`config.mk`:
```
export PLATFORM = sky130hd
export DESIGN_NAME = game_ctrl
export DESIGN_NICKNAME = d
export VERILOG_FILES = /design/src/rtl/game_ctrl.sv
export SDC_FILE = /design/constraint.sdc
export NUM_CORES = 1
export LEC_CHECK = 0
export ABC_AREA = 0
export CAP_MARGIN = 20
export CELL_PAD_IN_SITES_DETAIL_PLACEMENT = 1
export CELL_PAD_IN_SITES_GLOBAL_PLACEMENT = 2
export CORE_ASPECT_RATIO = 0.75
export CORE_MARGIN = 4
export CORE_UTILIZATION = 32
export CTS_CLUSTER_SIZE = 28
export DETAILED_ROUTE_END_ITERATION = 7
export GPL_TIMING_DRIVEN = 0
export PLACE_DENSITY = 0.78
export SLEW_MARGIN = 40
export SYNTH_ARGS = -nofsm -noshare
export SYNTH_HDL_FRONTEND = slang
export SYNTH_SLANG_ARGS = --single-unit
```
`constraint.sdc`:
```
create_clock -name clk -period 3.75 [get_ports clk]
set_input_delay 1.125 -clock clk [delete_from_list [all_inputs] [get_ports clk]]
set_output_delay 1.125 -clock clk [all_outputs]
set_load 0.02 [all_outputs]
```
`src/rtl/game_ctrl.sv`:
```
// game_ctrl: crossing-game sequencer owning screen state, player position, lives and score.
// Build option: define GAME_CTRL_GOD_MODE_EN to disable collisions (game ends only by win).
`timescale 1ns/1ps

module game_ctrl_axis #(
    parameter int W    = 10,
    parameter int MIN  = 15,
    parameter int MAX  = 624,
    parameter int STEP = 5
) (
    input  logic [W-1:0] pos,
    input  logic         dec,
    input  logic         inc,
    output logic [W-1:0] nxt
);
    localparam logic [10:0]  DEC_LIM = 11'(MIN + STEP);
    localparam logic [10:0]  INC_LIM = 11'(MAX - STEP);
    localparam logic [W-1:0] LO_W    = W'(MIN);
    localparam logic [W-1:0] HI_W    = W'(MAX);
    localparam logic [W-1:0] ST_W    = W'(STEP);

    logic [10:0] p;

    // Limits are checked in 11 bits so a step can never wrap the W-bit result.
    always_comb begin
        p   = 11'(pos);
        nxt = pos;
        if (dec)
            nxt = (p < DEC_LIM) ? LO_W : pos - ST_W;
        else if (inc)
            nxt = (p > INC_LIM) ? HI_W : pos + ST_W;
    end
endmodule

module game_ctrl #(
    parameter int STEP         = 5,
    parameter int START_H      = 320,
    parameter int START_V      = 450,
    parameter int H_MIN        = 15,
    parameter int H_MAX        = 624,
    parameter int V_MIN        = 50,
    parameter int V_MAX        = 464,
    parameter int GOAL_V       = 65,
    parameter int WIN_CROSS    = 5,
    parameter int FLASH_FRAMES = 30
) (
    input  logic       clk,
    input  logic       rst,
    input  logic       frame_tick,
    input  logic       btn_start,
    input  logic       btn_up,
    input  logic       btn_down,
    input  logic       btn_left,
    input  logic       btn_right,
    input  logic       collide,
    output logic [1:0] state,
    output logic [9:0] player_h,
    output logic [8:0] player_v,
    output logic       l1,
    output logic       l2,
    output logic       l3,
    output logic [2:0] score,
    output logic       win
);
    localparam logic [1:0] S_TITLE = 2'b00;
    localparam logic [1:0] S_PLAY  = 2'b01;
    localparam logic [1:0] S_HIT   = 2'b10;
    localparam logic [1:0] S_OVER  = 2'b11;

    localparam int            FW         = (FLASH_FRAMES > 1) ? $clog2(FLASH_FRAMES) : 1;
    localparam logic [FW-1:0] FLASH_LAST = FW'(FLASH_FRAMES - 1);
    localparam logic [9:0]    H0         = 10'(START_H);
    localparam logic [8:0]    V0         = 9'(START_V);
    localparam logic [10:0]   GOAL       = 11'(GOAL_V);
    localparam logic [2:0]    WIN_SC     = 3'(WIN_CROSS);

    logic          btn_start_q;
    logic          start_re;
    logic          col_g;
    logic [FW-1:0] flash_cnt;
    logic [9:0]    h_nxt;
    logic [8:0]    v_nxt;
    logic [2:0]    score_inc;
    logic          goal;

`ifdef GAME_CTRL_GOD_MODE_EN
    // Collisions masked: lives never drop and HIT is never entered.
    assign col_g = collide & 1'b0;
`else
    assign col_g = collide;
`endif

    assign start_re  = btn_start & ~btn_start_q;
    assign score_inc = score + 3'd1;
    assign goal      = (11'(v_nxt) <= GOAL);

    game_ctrl_axis #(.W(10), .MIN(H_MIN), .MAX(H_MAX), .STEP(STEP)) u_axis_h (
        .pos (player_h),
        .dec (btn_left),
        .inc (btn_right),
        .nxt (h_nxt)
    );

    game_ctrl_axis #(.W(9), .MIN(V_MIN), .MAX(V_MAX), .STEP(STEP)) u_axis_v (
        .pos (player_v),
        .dec (btn_up),
        .inc (btn_down),
        .nxt (v_nxt)
    );

    always_ff @(posedge clk) begin
        if (!rst) begin
            state       <= S_TITLE;
            player_h    <= H0;
            player_v    <= V0;
            l1          <= 1'b1;
            l2          <= 1'b1;
            l3          <= 1'b1;
            score       <= 3'd0;
            win         <= 1'b0;
            flash_cnt   <= '0;
            btn_start_q <= 1'b0;
        end else begin
            btn_start_q <= btn_start;
            case (state)
                S_TITLE: begin
                    if (start_re) begin
                        state    <= S_PLAY;
                        l1       <= 1'b1;
                        l2       <= 1'b1;
                        l3       <= 1'b1;
                        score    <= 3'd0;
                        win      <= 1'b0;
                        player_h <= H0;
                        player_v <= V0;
                    end
                end
                S_PLAY: begin
                    // A collision pre-empts any move or goal check in the same cycle.
                    if (col_g) begin
                        state     <= S_HIT;
                        flash_cnt <= '0;
                        player_h  <= H0;
                        player_v  <= V0;
                        if (l3)      l3 <= 1'b0;
                        else if (l2) l2 <= 1'b0;
                        else         l1 <= 1'b0;
                    end else if (frame_tick) begin
                        if (goal) begin
                            score    <= score_inc;
                            player_h <= H0;
                            player_v <= V0;
                            if (score_inc == WIN_SC) begin
                                win   <= 1'b1;
                                state <= S_OVER;
                            end
                        end else begin
                            player_h <= h_nxt;
                            player_v <= v_nxt;
                        end
                    end
                end
                S_HIT: begin
                    if (frame_tick) begin
                        if (flash_cnt == FLASH_LAST)
                            state <= (l1 | l2 | l3) ? S_PLAY : S_OVER;
                        else
                            flash_cnt <= flash_cnt + 1'b1;
                    end
                end
                default: begin
                    if (start_re) begin
                        state    <= S_TITLE;
                        player_h <= H0;
                        player_v <= V0;
                    end
                end
            endcase
        end
    end
endmodule
```
======== Word-level counts from Yosys, hierarchy flattened ========
Index checks and enable logic that the tools add are counted.
word-level totals
  register bits ........................... 34
  word-level logic and storage cells ...... 112
operators by class
  add/sub/neg operators ................... 6
  magnitude comparators ................... 5
  equal/unequal tests ..................... 19
  muxes and demuxes ....................... 53
  bitwise logic cells ..................... 5
  reduce and logical (&&, ||, !) cells .... 14
operators with widths
  kind                     count
  $mux W10                 8
  $mux W9                  8
  $ne A2 B2 Y1 const B     11
  $pmux W10 S2             1
  $mux W2                  9
  $pmux W9 S2              1
  $mux W5                  3
  $mux W1                  12
  $mux W3                  4
  $reduce_and A4 Y1        3
  $add A10 B3 Y10 const B  1
  $gt A10 B10 Y1 const B   1
  $lt A10 B5 Y1 const B    1
  $pmux W5 S2              1
  $reduce_and A5 Y1        2
  $sub A10 B3 Y10 const B  1
  $add A9 B3 Y9 const B    1
  $gt A9 B9 Y1 const B     1
  $le A9 B7 Y1 const B     1
  $lt A9 B6 Y1 const B     1
  $ne A3 B3 Y1 const B     3
  $sub A9 B3 Y9 const B    1
  $pmux W1 S2              4
  $reduce_and A7 Y1        1
  other kinds (17)         22

======== Depth between registers and ports, before layout ========
  word-level depth ........................ 9
  gate-level depth with buffers ........... 12
  gate-level depth less buffers ........... 10

======== Modules after synthesis ========
From an unflattened synthesis, not the netlist that was laid out.
unflattened totals
  cell total of the unflattened synthesis .. 358
  area total of the unflattened synthesis .. 2802.7 um^2
modules (own cells, without submodules)
  module                     instances  cells each  area each (um^2)  sequential area each (um^2)
  game_ctrl                  1          181         1631.6            680.7
  game_ctrl_axis (u_axis_v)  1          85          599.3             0.0
  game_ctrl_axis (u_axis_h)  1          92          571.8             0.0

======== Worst setup path before layout ========
Ideal clock, no wire load.
  path type ............................... input to register
  start point ............................. input port btn_down
  end point ............................... register score[2]
  library setup time ...................... 120 ps
  arrival ................................. 3112 ps
  data required time ...................... 3630 ps
  slack ................................... 518 ps
  stages on the path ...................... 9
  cells stage by stage .................... clkbuf_1 > nand2_1 > nor4b_1 > xnor2_1 > nand2_1 > a221o_1 > nor4_1 > a21oi_1 > o31a_1
between the ends
  cells in the longest elaborated chain, start to end .. 5
RTL lines
  what                         line  source
  start, declared              52    input logic btn_down,
  $mux W9                      30    else if (inc)
  $mux W9                      28    if (dec)
  $le A9 B7 Y1                 95    assign goal = (11'(v_nxt) <= GOAL);
  $ne A2 B2 Y1 (no line)       n/a
  $reduce_and A5 Y1 (no line)  n/a
  end signal, assigned         150   score <= score_inc;
  end, declared                62    output logic [2:0] score,
No other way between the ends.
A chain may end at the register's enable or synchronous reset.

======== Final worst setup path ========
  start point ............................. input port btn_down
  end point ............................... register player_v[0]
between the ends
  cells in the longest elaborated chain, start to end .. 7
RTL lines
  what                  line  source
  $mux W9 (*)           30
  $mux W9 (*)           28
  $le A9 B7 Y1          95
  $mux W9 (*)           149   if (goal) begin
  $mux W9 (*)           148   end else if (frame_tick) begin
  $mux W9 (*)           140   if (col_g) begin
  $pmux W9 S2 (*)       125   case (state)
  end signal, assigned  159   player_v <= v_nxt;
  end, declared         58    output logic [8:0] player_v,
Every way passes the cells marked *; elsewhere a longest branch is shown, timed or not. The select of a mux whose other input is x is not followed.

==> impl_results.md <==
* Total global-route track usage at 0.180
* Comb pwr share at 0.387
* FF+latch count, synth at 34
* Most frequent cells in the layout: nand2_1 (42), nor2_1 (41), clkdlybuf4s50_1 (36), dfxtp_1 (34), a21oi_1 (22)
* Tmin final at 3.64 ns
* Antenna Cells at 0
* Row cnt at 28
* Pwr Density at 399 mW/mm^2
* GRT overflow at 0
* Fmax achieved at around 270 MHz
* Layout overhead on the synthesized area at 23.9%
* Avg Inst Size Synth at 7.57 sq um
* RR Startpoint: player_v[0]
* WHS Path Cells at 2
* Commonest non-fill, non-tap cell in the layout: nand2_1
* Area of the multi-input gates at about 0.0019 sq mm
* DR vias at about 3k
* Period utilization at 0.971
* Net Count, Synth at 380
* RSZ-0062 raised after global routing: no
* WL/cell at about 18 um
* CTS max path bufs at 2
* Slowest-stage cell, CP: clkdlybuf4s50_1
* Final-stage net count at 423
* Port bufs at 36
* Die area at about 0.010 sq mm
* Fraction of layout cells with a size suffix above 1 at 0.0983
* Final Max Slew Viols at 0
* R2R depth at 11
* DPL Wire Length at 6.92 mm
* Most frequent CP cell: nand2_1
* Slew HR at 0.550
* Switching share of power at 0.380
* R2R setup slack at 0.52 ns
* Initial antenna violation count at 0
* Starting DRC count in detailed routing at 126
* First-pass GRT wire length at roughly 15 mm
* Boundary Pins at 37
* Core footprint at between 0.008 and 0.009 sq mm
* Clock power frac at 0.305
* CP max stage delay at 0.49 ns
* Latest clock arrival within the worst-skew pair at ~0.27 ns
* CP startpoint: btn_down
* CP endpoint kind: flip-flop
* Cells after Synth at between 300 and 400
* CP Cell Sequence: clkdlybuf4s50_1 -> buf_2 -> nand2_1 -> nor4b_2 -> xnor2_1 -> nand2_1 -> a221o_2 -> o211ai_4 -> buf_6 -> a2bb2oi_1 -> nor2_1
* Final hold vios at 0
* CTS H-tree lvls at 2
* PnR worst setup slack at between 0.1 and 0.15 ns
* Setup tns final at 0 ns
* Critical Path AT at approximately 3.8 ns
* Placed inst area at 0.00324 sq mm
* Hold path start: l1
* Pre-CTS WS at -0.482 ns
* Worst Path Required at 3.88 ns
* Skew final at 0.00383 ns
* CTS buffer count at 5
* Via density at 5.69
* Clock root buffer: clkbuf_16
* CP max FO at 10
* Psw at slightly above 0.5 mW
* Final instance area at roughly 0.0034 sq mm
* Area occupied by registers at roughly 680 sq um
* Max VDD drop at about 310 uV
* Setup violations, final at 0
* Predominant post-synthesis flop cell: dfxtp_1
* Synth unique cells at 76
* Clk slew on worst S/H paths at 0.05 ns
* Yosys warns at 0
* Status: complete, no violations
* Lkg Pwr at 1.25 nW
* # hold bufs at CTS at 0
* Largest net degree at the start of global routing at 11
* Max Cap Viol at 0
* Worst-margin pin slew at about 0.67 ns
* DIE WIDTH at 115 um
* Hold WC Path Type: flip-flop to flip-flop
* Kind of critical path: primary input to flip-flop
* Core Util, Final at 0.419
* Die Height at 88.3 um
* TritonCTS clock tree: yes
* Initial core utilization at 0.338
* Async SR Flop Fraction at 0
* Post-CTS Setup Inserts at 0
* Mapped Area at around 0.0027 sq mm
* DRT antenna net count at 0
* Vias in the first global route at 2836
* Post-Route WL at approximately 9 mm
* EDFF count, synth at 0
* Clock sinks at 34
* 1st-pass router iterations at 5
* Pint at 0.842 mW
* Detailed-route DRC error count at 0
* Fillcell total at about 1.0k
* Crit path launch type: primary input
* Flop pwr share at 0.309
* Sequential element share of the synthesized area at 0.248
* GPL Wtd Cong at just over 0.8
## routing by layer
| layer | wire, um | vias to the layer above | global-route usage |
|---|---|---|---|
| met3 | 390 | 2 | 0.0308 |
| met4 | 19 | 0 | 0.0256 |
| met2 | 3890 | 59 | 0.273 |
| met1 | 4720 | 1429 | 0.273 |
| met5 | 0 | - | 0 |
| li1 | - | 1425 | - |
## registers in the layout, indices dropped and copies added, names as in the netlist
name	count
l3	1
flash_cnt	5
player_h	10
win	1
player_v	9
l2	1
state	2
score	3
l1	1
btn_start_q	1
## final timing paths
check,end
max,player_v[0]
min,l1
max reg2reg,player_h[8]
min reg2reg,l1
## power groups by stage
stage | Combinational [mW] | Clock, mW | Sequential [mW]
after floorplan | 0.333 | 0 | 0.447
after global placement | 0.518 | 0 | 0.426
after detailed placement | 0.521 | 0 | 0.426
after CTS | 0.525 | 0.429 | 0.419
after global routing | 0.577 | 0.446 | 0.424
final | 0.525 | 0.414 | 0.419
## cells in the mapped netlist (8+ instances only)
cell type | n | area (sq um)
a21oi_1 | 22 | 110
clkbuf_1 | 13 | 48.8
dfxtp_1 | 34 | 681
ha_1 | 8 | 100
inv_1 | 18 | 67.6
nand2_1 | 42 | 158
nand3_1 | 12 | 60.1
nor2_1 | 41 | 154
nor3_1 | 11 | 55.1
o21ai_0 | 18 | 90.1
## cells by family (layout without fill, tap and decap cells)
| logic type | count (synthesis) | after routing | synth area share |
|---|---|---|---|
| xor gates and xnor gates | 12 | 12 | 0.0382 |
| and+or+nand+nor | 151 | 151 | 0.282 |
| DFF | 34 | 34 | 0.248 |
| AOI/OAI and AO/OA | 115 | 115 | 0.322 |
| muxes | 2 | 2 | 0.00774 |
| buffers and inverters | 41 | 85 | 0.0655 |
| adders and majority gates | 8 | 8 | 0.0364 |
## cell type report
| cell class | instances | area share |
|---|---|---|
| Sequential cell | 34 | 0.200 |
| Timing Repair Buffer | 36 | 0.106 |
| Clock inverter | 1 | 0.00147 |
| Multi-Input combinational cell | 288 | 0.559 |
| Buffer | 23 | 0.0334 |
| Clock buffer | 7 | 0.0419 |
| Inverter | 18 | 0.0198 |
| Tap cell | 105 | 0.0386 |
## stage by stage
| stage | hold WS [ns] | instances | power (mW) |
|---|---|---|---|
| 2_1_floorplan | 0.473 | 363 | 0.780 |
| 3_3_place_gp | 0.480 | 504 | 0.944 |
| 3_5_place_dp | 0.481 | 504 | 0.947 |
| 4_1_cts | 0.500 | 512 | 1.37 |
| 5_1_grt | 0.534 | 512 | 1.45 |
| 6_report | 0.499 | 512 | 1.36 |
## worst max-delay path, delay by kind of cell
kind	cells	cell delay [ns]
compound gates	3	0.94
buf+inv	3	0.92
simple gates	4	0.63
xor+xnor	1	0.15
## timing repair
action,CTS,global route
setup endpoints to repair,19,17
pin swaps,0,1
resized for setup,2,3
No activity file was read; power rests on OpenSTA's default activity.
